===== config.mk =====
export PLATFORM = sky130hd
export DESIGN_NAME = round_sequencer
export DESIGN_NICKNAME = d
export VERILOG_FILES = /design/src/rtl/round_sequencer.sv
export SDC_FILE = /design/constraint.sdc
export NUM_CORES = 1
export LEC_CHECK = 0
export BUFFER_PORTS_ARGS = -buffer_cell sky130_fd_sc_hd__buf_2
export CAP_MARGIN = 5
export CORE_MARGIN = 5
export CORE_UTILIZATION = 39
export DETAILED_ROUTE_END_ITERATION = 6
export GPL_TIMING_DRIVEN = 0
export HOLD_SLACK_MARGIN = 0.02
export PLACE_DENSITY = 0.56
export RECOVER_POWER = 100
export SYNTH_ARGS = -nofsm -noshare
export SYNTH_HDL_FRONTEND = slang
export SYNTH_SLANG_ARGS = --single-unit

===== constraint.sdc =====
create_clock -name CLOCK_50 -period 2.5 [get_ports CLOCK_50]
set_input_delay 0.375 -clock CLOCK_50 [delete_from_list [all_inputs] [get_ports CLOCK_50]]
set_output_delay 0.375 -clock CLOCK_50 [all_outputs]
set_load 0.02 [all_outputs]

===== src/rtl/round_sequencer.sv =====
// Match/round controller for the two-player light-cycle game: paces arena
// steps, evaluates crashes, keeps scores and declares round/match winners.
module round_sequencer #(
  parameter int STEP_CYCLES      = 2_500_000,
  parameter int COUNTDOWN_CYCLES = 50_000_000,
  parameter int ROUND_END_CYCLES = 100_000_000,
  parameter int WIN_SCORE        = 5,
  parameter int TMR_W            = 27
) (
  input  logic       CLOCK_50,
  input  logic       reset,
  input  logic       start,
  input  logic       pause,
  input  logic       clear_done,
  input  logic       step_done,
  input  logic       crash_p1,
  input  logic       crash_p2,
  output logic       clear_req,
  output logic       step_req,
  output logic       round_active,
  output logic [1:0] countdown,
  output logic [3:0] score_p1,
  output logic [3:0] score_p2,
  output logic [1:0] winner,
  output logic       match_over,
  output logic [2:0] state_o
);

  typedef enum logic [2:0] {
    IDLE      = 3'd0,
    CLEAR     = 3'd1,
    COUNTDOWN = 3'd2,
    RUN       = 3'd3,
    STEP_WAIT = 3'd4,
    ROUND_END = 3'd5,
    MATCH_END = 3'd6
  } state_t;

  localparam logic [TMR_W-1:0] STEP_LAST = TMR_W'(STEP_CYCLES - 1);
  localparam logic [TMR_W-1:0] CD_LAST   = TMR_W'(COUNTDOWN_CYCLES - 1);
  localparam logic [TMR_W-1:0] RE_LAST   = TMR_W'(ROUND_END_CYCLES - 1);
  localparam logic [3:0]       WIN       = 4'(WIN_SCORE);

  state_t           state, state_n;
  logic [TMR_W-1:0] timer, timer_n;
  logic             start_q, start_edge, step_req_n;
  logic [1:0]       countdown_n, winner_n;
  logic [3:0]       score_p1_n, score_p2_n;

  // Next-state, timer, score and pulse computation.
  always_comb begin
    start_edge  = start & ~start_q;
    state_n     = state;
    timer_n     = timer;
    countdown_n = countdown;
    score_p1_n  = score_p1;
    score_p2_n  = score_p2;
    winner_n    = winner;
    step_req_n  = 1'b0;
    case (state)
      IDLE, MATCH_END: begin
        if (start_edge) begin
          state_n    = CLEAR;
          timer_n    = '0;
          score_p1_n = 4'd0;
          score_p2_n = 4'd0;
          winner_n   = 2'd0;
        end else begin
          state_n = state;
        end
      end
      CLEAR: begin
        if (clear_done) begin
          state_n     = COUNTDOWN;
          timer_n     = '0;
          countdown_n = 2'd3;
        end else begin
          state_n = CLEAR;
        end
      end
      COUNTDOWN: begin
        if (timer == CD_LAST) begin
          timer_n = '0;
          if (countdown == 2'd1) begin
            state_n     = RUN;
            countdown_n = 2'd0;
          end else begin
            countdown_n = countdown - 2'd1;
          end
        end else begin
          timer_n = timer + 1'b1;
        end
      end
      // Pause only freezes the timer; the held value resumes counting later.
      RUN: begin
        if (pause) begin
          timer_n = timer;
        end else if (timer == STEP_LAST) begin
          state_n    = STEP_WAIT;
          timer_n    = '0;
          step_req_n = 1'b1;
        end else begin
          timer_n = timer + 1'b1;
        end
      end
      STEP_WAIT: begin
        if (step_done) begin
          timer_n = '0;
          if (crash_p1 && crash_p2) begin
            winner_n = 2'd3;
            state_n  = ROUND_END;
          end else if (crash_p1) begin
            winner_n   = 2'd2;
            score_p2_n = (score_p2 < WIN) ? score_p2 + 4'd1 : score_p2;
            state_n    = ROUND_END;
          end else if (crash_p2) begin
            winner_n   = 2'd1;
            score_p1_n = (score_p1 < WIN) ? score_p1 + 4'd1 : score_p1;
            state_n    = ROUND_END;
          end else begin
            state_n = RUN;
          end
        end else begin
          state_n = STEP_WAIT;
        end
      end
      ROUND_END: begin
        if (timer == RE_LAST) begin
          timer_n = '0;
          state_n = (score_p1 == WIN || score_p2 == WIN) ? MATCH_END : CLEAR;
        end else begin
          timer_n = timer + 1'b1;
        end
      end
      default: begin
        state_n = IDLE;
        timer_n = '0;
      end
    endcase
  end

  // State, datapath and registered outputs; outputs follow the next state.
  always_ff @(posedge CLOCK_50) begin
    if (reset) begin
      state        <= IDLE;
      timer        <= '0;
      start_q      <= 1'b0;
      clear_req    <= 1'b0;
      step_req     <= 1'b0;
      round_active <= 1'b0;
      countdown    <= 2'd0;
      score_p1     <= 4'd0;
      score_p2     <= 4'd0;
      winner       <= 2'd0;
      match_over   <= 1'b0;
    end else begin
      state        <= state_n;
      timer        <= timer_n;
      start_q      <= start;
      clear_req    <= (state_n == CLEAR);
      step_req     <= step_req_n;
      round_active <= (state_n == RUN) || (state_n == STEP_WAIT);
      countdown    <= countdown_n;
      score_p1     <= score_p1_n;
      score_p2     <= score_p2_n;
      winner       <= winner_n;
      match_over   <= (state_n == MATCH_END);
    end
  end

  assign state_o = state;

endmodule

Word level (Yosys, flattened, before mapping)
Index checks and enable logic that the tools add are counted.

word-level totals
  flip-flop bits (word level) = 47
  input bits = 8
  output and inout bits = 19
  word-level logic and storage cells = 105

cells by class
  add/subtract/negate cells = 4
  magnitude comparators = 2
  equality and inequality tests = 28
  mux-type cells = 44
  bitwise logic cells = 3
  reductions and logical operators = 13

operators by type and width
  kind                                                                      number
  27-bit 2-to-1 mux                                                         7
  27-bit one-hot mux with 6 select lines                                    1
  4-bit 2-to-1 mux                                                          10
  3-bit 2-to-1 mux                                                          11
  27-bit by 1-bit adder with 27-bit output (second input constant)          1
  27-bit by 22-bit equality test with 1-bit output (second input constant)  1
  27-bit by 26-bit equality test with 1-bit output (second input constant)  1
  27-bit equality test (second input constant)                              1
  2-bit != test (second input constant)                                     11
  2-bit 2-to-1 mux                                                          9
  3-bit one-hot mux with 6 select lines                                     1
  4-bit one-hot mux with 2 select lines                                     2
  3-bit equality test (second input constant)                               5
  3-bit by 2-bit equality test with 1-bit output (second input constant)    3
  4-bit by 1-bit adder with 4-bit output (second input constant)            2
  4-bit by 3-bit equality test with 1-bit output (second input constant)    2
  4-bit by 3-bit < comparator with 1-bit output (second input constant)     2
  2-bit one-hot mux with 2 select lines                                     2
  4-bit AND reduction                                                       2
  7-bit AND reduction                                                       1
  3-bit by 1-bit equality test with 1-bit output (second input constant)    2
  6-bit AND reduction                                                       1
  4-bit != test (second input constant)                                     1
  2-bit nonzero test                                                        2
  11 further kinds                                                          13

Depth between registers and ports, before layout
Gate-level depths: netlist (run 1).

  depth in word-level cells = 7
  depth in mapped cells = 9

Worst setup path before layout (run 1)
No wires, ideal clock.

  kind = reg-to-reg
  start point = reg state[0] (netlist: state_o[0])
  end point = reg timer[21]
  library setup time = 115 ps
  data arrival time = 1,965 ps
  required time = 2,385 ps
  slack = 420 ps
  cell stages (with the launch flop) = 8
  period minus slack after synthesis = 2,080 ps
  path through = dfxtp_1 -> clkbuf_1 -> a211oi_1 -> a22o_4 -> or4b_4 -> nor2_4 -> xnor2_1 -> nor2_2

on the way
  cells in the longest elaborated chain, start to end = 4
  elaborated cells between the ends (all ways) = 14
  classes of those cells = eq/ne (10); mux (1); reduce/logical (3)

ends and longest elaborated chain
  item                                                             RTL line  source
  from (decl)                                                      44        state_t state, state_n;
  from (signal assigned)                                           157       state <= state_n;
  3-bit equality test / 3-bit logical NOT (equally long branches)  60        case (state)
  2-bit OR reduction                                               60
  2-bit != test (no source line)                                   n/a
  4-bit AND reduction (no source line)                             n/a
  to (signal assigned)                                             158       timer <= timer_n;
  to (decl)                                                        45        logic [TMR_W-1:0] timer, timer_n;

Several ways; a longest one is shown, not always the timed one.
A chain may end at the register's enable or synchronous reset.

Worst setup path after layout (run 1)
  start point = reg state[0] (netlist: state_o[0])
  end point = reg timer[24]

The elaborated chain is that of the path after synthesis.

==> results of run 1 <==
==> cell usage in the layout (no fill, tap or decap), drive strengths merged, types with 4 or more instances in the layout <==
cell type	n
nor3	12
dfxtp	47
nand3	14
ha	8
xor2	14
o21ai	6
and3	9
a21oi	10
nand3b	4
xnor2	16
inv	8
a211oi	6
nand2	26
nor2b	7
clkbuf	34
nor2	54
nor4b	5
nand2b	8
nand4	9
buf	8
==> power groups by stage <==
stage	combinational, W	clock (W)	sequential [W]
floorplan	0.000187	0	0.000820
global placement	0.000277	0	0.000807
detailed placement	0.000279	0	0.000807
CTS	0.000280	0.000678	0.000790
global route	0.000312	0.000710	0.000795
finish	0.000278	0.000656	0.000791
==> synthesized netlist by cell type (2+ instances only) <==
| cell | instances |
|---|---|
| and4_1 | 3 |
| nand4_1 | 9 |
| nor2_2 | 6 |
| nand2_1 | 26 |
| a31oi_1 | 3 |
| and3_1 | 9 |
| a41oi_1 | 2 |
| ha_1 | 8 |
| nor4bb_1 | 2 |
| dfxtp_1 | 47 |
| nor4_1 | 2 |
| nor3b_1 | 2 |
| clkbuf_1 | 9 |
| a211oi_1 | 6 |
| nor3_1 | 11 |
| nand3_1 | 14 |
| buf_4 | 2 |
| and4b_1 | 2 |
| nor2b_1 | 7 |
| nand2b_1 | 8 |
| nand3b_1 | 4 |
| xor2_1 | 14 |
| inv_1 | 8 |
| or3_1 | 3 |
| nor4b_1 | 4 |
| o21ai_0 | 6 |
| xnor2_1 | 16 |
| nor2_1 | 47 |
| a21oi_1 | 10 |
==> worst max-delay path, stage by stage, from the launching register on <==
cell and delay, ns:
dfxtp_1 0.42, clkbuf_1 0.34, a211oi_1 0.15, a22o_4 0.29, nor2_4 0.23, nand2_1 0.14
o21bai_4 0.28, buf_4 0.23, nor2_1 0.06
==> final cells by class <==
class / count / share of cell area
multi-input combinational: 249 / 0.548
sequential: 47 / 0.315
timing repair buffer: 26 / 0.0352
tap: 77 / 0.0323
clock buffer: 6 / 0.0243
clock inverter: 2 / 0.0201
buffer: 10 / 0.0151
inverter: 8 / 0.0101
==> state kept, by name, summed over array words and instances, names as in the netlist <==
name and count:
match_over 1, score_p1 4, score_p2 4, state_o 3, round_active 1, timer 27
step_req 1, start_q 1, clear_req 1, countdown 2, winner 2
==> metrics by stage <==
step	utilization	cell area (um^2)	cells	power, W	hold WS [ns]
final	0.462	2990	425	0.00173	0.315
after global routing	0.462	2990	425	0.00182	0.314
after CTS	0.462	2990	426	0.00175	0.308
after detailed placement	0.441	2850	418	0.00109	0.463
after global placement	0.441	2850	418	0.00108	0.455
after floorplan	-	2620	315	0.00101	0.456
==> metal layers <==
metal,GRT usage,vias up,part of all wire
met2,0.262,36,0.47
li1,-,1167,-
met3,0.0360,7,0.039
met1,0.203,1078,0.48
met5,0,-,0
met4,0.0371,0,0.0097
==> what timing repair did <==
action,in CTS,in global routing
hold buffers,0,0
gates resized for setup,1,6
setup endpoints to repair,1,21
==> kinds of logic after synthesis <==
| kind of cell | share of synthesized area |
|---|---|
| adders and majority gates | 0.0382 |
| xor gates and xnor gates | 0.100 |
| buffers and inverters | 0.0301 |
| AOI/OAI and AO/OA | 0.111 |
| DFF | 0.359 |
| and+or+nand+nor | 0.361 |
==> final timing paths <==
kind                   start  slack [ns]   endpoint
setup / recovery  state_o[0]        0.23  timer[24]
hold / removal         start        0.32    start_q
setup reg to reg  state_o[0]        0.23  timer[24]
hold reg to reg    winner[1]        0.48  winner[1]
==> results.md, run 1 <==
- Rows: 29
- Critical path class: register to register
- Flops & latches, synth: 47
- Final setup TNS: 0 ns
- Starting DRT DRC Count: 110
- Clk Latency, worst-skew pair: about 0.3 ns
- Overall routing resource usage: 0.156
- Antenna Cells: 0
- Die width: 92.0 um
- Depth of the most critical reg-to-reg path: 8
- Largest net degree at the start of global routing: 15
- Fmax achieved: 441 MHz
- Sw Share: 0.266
- Max FO, Critical Path: 10
- Clock slew at reported path FFs: 0.09 ns
- Flop pwr share: 0.458
- CP startpoint kind: register
- Synth Flop Type: dfxtp_1
- Logic pwr share: 0.161
- Nets@finish: roughly 360
- Dpl ws: 0.0354 ns
- Number of fill cells: 669
- Final Setup Violations: 0
- Sequential area share after synthesis: 0.359
- Endpoints failing hold: 0
- Final setup skew: between 0.009 and 0.01 ns
- Synth area leader: dfxtp_1
- Status: completed
- Synth top area share: 0.359
- Final worst path period need: 2.27 ns
- Cell-internal power: ~0.0013 W
- Required @ worst endpoint: 2.69 ns
- Placeable Area: 0.00646 mm^2
- Post-route ant nets: 0
- Clock root buffer: clkbuf_8
- Fraction of layout cells with a size suffix above 1: 0.0920
- First-pass GRT wire length: 10900 um
- Slew @ Worst Pin: between 0.4 and 0.5 ns
- Number of max-cap violations: 0
- Peak supply drop: around 0.00024 V
- H-tree depth: 2
- Boundary Pins: 27
- Syn nets: ~330
- Mapped cell area: 0.00262 mm^2
- Clock sink total: 47
- Syn Inst Count: 315
- Min-Delay Path Depth: 2
- CTS tree: done
- Setup WS post-layout: between 0.2 and 0.25 ns
- Crit path DAT: around 2.5 ns
- Clk network pwr share: 0.380
- FF/Latch Area: 941 um^2
- Unrepaired setup endpoints after global routing: no
- DR DRC count: 0
- Wire length per cell: ~15 um
- Post-synth EDFFs: 0
- DR vias/cell: approximately 5.4
- PD cells: 578 mW/mm^2
- P_sw: approximately 0.00046 W
- Yosys cell types: 54
- Fraction of registers with async set or reset after synthesis: 0
- GRT overflow: 0
- Routability cong.: just over 0.8
- Fin crit share: 0.907
- Leak: 1.01 nW
- CTS Buf Count: 5
- Cells taking the most area after synthesis: dfxtp_1 (36%), nor2_1 (6.7%), xnor2_1 (5.3%)
- Antenna violations before repair: 0
- Starting density of the core: 0.406
- Die height: 92.0 um
- Post-CTS setup buffers: 0
- Area grow syn2layout: 13.9%
- Setup crit end kind: register
- Die area: 0.00846 mm^2
- Area occupied by multi-input gates: 0.00164 mm^2
- Max clock buf depth: 2
- Syn Area/Cell: 8.32 um^2
- Relative slew margins: 0.679
- I/O Buffers: 26
- Final count of pins violating max slew: 0
- Vias in the first global route: 2264
- Post-DP HPWL: 4670 um
- WL final: slightly above 6000 um
- Worst hold path type: primary input to register
- DRT Pass-1 Iters: 4
- YS warnings: 0
- Vias: 2288
Note: power is estimated with default switching activity, not from simulation.
==> run 2: changes to the inputs <==
--- a/config.mk
+++ b/config.mk
@@ -14,6 +14,7 @@
 export HOLD_SLACK_MARGIN = 0.02
 export PLACE_DENSITY = 0.56
 export RECOVER_POWER = 100
+export SETUP_SLACK_MARGIN = 0.05
 export SYNTH_ARGS = -nofsm -noshare
 export SYNTH_HDL_FRONTEND = slang
 export SYNTH_SLANG_ARGS = --single-unit
==> constraint.sdc (replaced) <==
create_clock -name CLOCK_50 -period 2.5 [get_ports CLOCK_50]
set_input_delay 0.75 -clock CLOCK_50 [delete_from_list [all_inputs] [get_ports CLOCK_50]]
set_output_delay 0.75 -clock CLOCK_50 [all_outputs]
set_load 0.02 [all_outputs]
==> run 2 against run 1 <==
Critical path depth is the same. First-iteration DRC count down 15%. Power about the same. Wire length decreased by 0.11%. Flip-flop and latch count stayed put. Sequential share of layout area hardly changed. Critical path type is now primary input to register. Critical endpoint unchanged.
==> results.md, run 2 (synthesized netlist as in run 1, its figures left out) <==
- Status: completed (unchanged)
- Clock root buffer: clkbuf_8 (unchanged)
- Slowest stage delay, CP: 0.42 ns (about the same)
- Required @ worst endpoint: 2.69 ns (about the same)
- Starting DRT DRC Count: 93 (was 110)
- Fraction of layout cells with a size suffix above 1: 0.0891 (was 0.0920)
- CTS tree: done (unchanged)
- CP Cell Sequence: clkbuf_1, or3b_4, a22o_4, nor2_4, nand2_1, o21bai_4, buf_4, nor2_1 (was clkbuf_1, a211oi_1, a22o_4, nor2_4, nand2_1, o21bai_4, buf_4, nor2_1)
- CTS hold repair buffers: 0 (unchanged)
- Clk Latency, worst-skew pair: 0.30 ns (about the same)
- Largest net degree at the start of global routing: 15 (unchanged)
- PD cells: 577 mW/mm^2 (was 578 mW/mm^2)
- CP Buf/Inv Count: 2 (unchanged)
- Crit path depth: 8 (unchanged)
- H-tree depth: 2 (unchanged)
- Routability cong.: 0.827 (unchanged)
- Minimum hold slack: 0.478 ns (was 0.315 ns)
- First-pass GRT wire length: 10900 um (about the same)
- Core Util, Final: 0.463 (was 0.462)
- Met3 wire length: 240 um (was 243 um)
- Max reg flops: 27 (unchanged)
- Area grow syn2layout: 14.1% (was 13.9%)
- DR top layer: met4 (unchanged)
- Clock sink total: 47 (unchanged)
- GRT overflow: 0 (unchanged)
- Number of fill cells: 663 (was 669)
- DRT Pass-1 Iters: 4 (unchanged)
- Largest registers: timer: 27 flops, score_p1: 4 flops, score_p2: 4 flops (unchanged)
- Antenna Cells: 0 (unchanged)
- R2r endpoint: timer[24] (unchanged)
- Wire length per cell: 14.6 um (about the same)
- Peak supply drop: 0.000243 V (about the same)
- Antenna violations before repair: 0 (unchanged)
- Slew @ Worst Pin: 0.465 ns (was 0.475 ns)
- Critical path class: primary input to register (was register to register)
- Fmax achieved: 432 MHz (was 441 MHz)
- Leak: 1.01 nW (about the same)
- Final count of pins violating max slew: 0 (unchanged)
- Depth of the most critical reg-to-reg path: 8 (unchanged)
- Boundary Pins: 27 (unchanged)
- Vias in the first global route: 2268 (was 2264)
- Final worst path period need: 2.32 ns (was 2.27 ns)
- Placeable Area: 0.00646 mm^2 (unchanged)
- Placed insts: 418 (unchanged)
- Final setup skew: 0.0108 ns (was 0.00948 ns)
- Endpoints failing hold: 0 (unchanged)
- Relative slew margins: 0.690 (was 0.679)
- Min-Delay Path Depth: 2 (unchanged)
- Clock slew at reported path FFs: 0.09 ns (about the same)
- FF-to-FF setup slack: 0.25 ns (was 0.23 ns)
- Starting density of the core: 0.406 (unchanged)
- Post-route ant nets: 0 (unchanged)
- Vias: 2298 (was 2288)
- Rows: 29 (unchanged)
- Top Family by Delay on Critical Path: simple AND/OR/NAND/NOR gates (was compound AO/OA/AOI/OAI gates)
- WL final: 6210 um (about the same)
- Met2 WL: 2910 um (was 2900 um)
- Nets@finish: 363 (unchanged)
- DR DRC count: 0 (unchanged)
- Crit-path slowest cell: or3b_4 (was dfxtp_1)
- Post-DP HPWL: 4670 um (unchanged)
- Max clock buf depth: 2 (unchanged)
- CTS Buf Count: 5 (unchanged)
- Met1 Wirelength: 3000 um (was 3010 um)
- Setup crit end kind: register (unchanged)
- Max FO, Critical Path: 10 (unchanged)
- Unrepaired setup endpoints after global routing: no (unchanged)
- Die height: 92.0 um (unchanged)
- Fin crit share: 0.926 (was 0.907)
- Overall routing resource usage: 0.156 (about the same)
- Hold wc startpoint: winner[1] (was start)
- Biggest register: timer (unchanged)
- Die area: 0.00846 mm^2 (unchanged)
- Crit path DAT: 2.51 ns (was 2.46 ns)
- Worst Hold End: winner[1] (was start_q)
- Crit Reg-Reg Startpoint: state_o[0] (unchanged)
- Worst hold path type: register to register (was primary input to register)
- Commonest cells after routing, fill and taps aside: nor2_1 (48), dfxtp_1 (47), clkbuf_1 (31), nand2_1 (26), xnor2_1 (16) (was nor2_1 (48), dfxtp_1 (47), clkbuf_1 (29), nand2_1 (26), xnor2_1 (16))
- Final Non-Filler Cells: 425 (unchanged)
- Number of max-cap violations: 0 (unchanged)
- I/O Buffers: 26 (unchanged)
- CP startpoint kind: primary input (was register)
- DR vias/cell: 5.41 (was 5.38)
- Overall Power: 0.00173 W (about the same)
- Most common cell after layout, fill and taps aside: nor2_1 (unchanged)
- Die width: 92.0 um (unchanged)
- Final Setup Violations: 0 (unchanged)
## run 2: metrics by stage
| stage | setup WS (ns) | TNS, ns | instance area [um^2] |
|---|---|---|---|
| floorplan | 0.145 | 0 | 2620 |
| global placement | -0.252 | -4.83 | 2850 |
| detailed placement | -0.247 | -4.71 | 2850 |
| CTS | 0.0732 | 0 | 3000 |
| global route | 0.0414 | 0 | 2990 |
| finish | 0.184 | 0 | 2990 |
## run 2: what timing repair did
item | 4_1_cts | 5_1_grt
resized for setup | 2 | 6
pin swaps | 0 | 0
endpoints found under the hold margin | 0 | 0
setup buffers | 0 | 0
setup endpoints to repair | 20 | 24
## run 2: power breakdown
group / leakage [nW] / switching (W) / internal [W]
sequential: 0.380 / 0.0000228 / 0.000768
clock: 0.0654 / 0.000257 / 0.000400
combinational: 0.562 / 0.000179 / 0.0000985
## run 2: worst max-delay path by stage
| stage | start | end | slack (ns) |
|---|---|---|---|
| floorplan | start | timer[21] | 0.14 |
| global placement | start | timer[22] | -0.25 |
| detailed placement | start | timer[26] | -0.25 |
| CTS | start | timer[24] | 0.07 |
| global route | start | timer[18] | 0.04 |
| finish | start | timer[24] | 0.18 |
## run 2: area by class of cell
class / instances / area (um^2) / share of cell area
multi-input combinational: 249 / 1640 / 0.549
sequential: 47 / 941 / 0.315
timing repair buffer: 26 / 103 / 0.0343
tap: 77 / 96.3 / 0.0322
clock buffer: 6 / 72.6 / 0.0243
clock inverter: 2 / 60.1 / 0.0201
buffer: 10 / 45.0 / 0.0151
inverter: 8 / 30.0 / 0.0100
## run 2: layer usage
metal  track usage  up-vias
met5             0        -
met4        0.0371        0
met3        0.0344        7
met2         0.263       33
met1         0.202     1094
li1              -     1164
## run 2: worst reg2reg max path, delay by kind of cell, from the launching register on
family / cells / cell delay, ns
simple gates: 3 / 0.43
flops: 1 / 0.42
compound gates: 3 / 0.72
buf+inv: 2 / 0.57
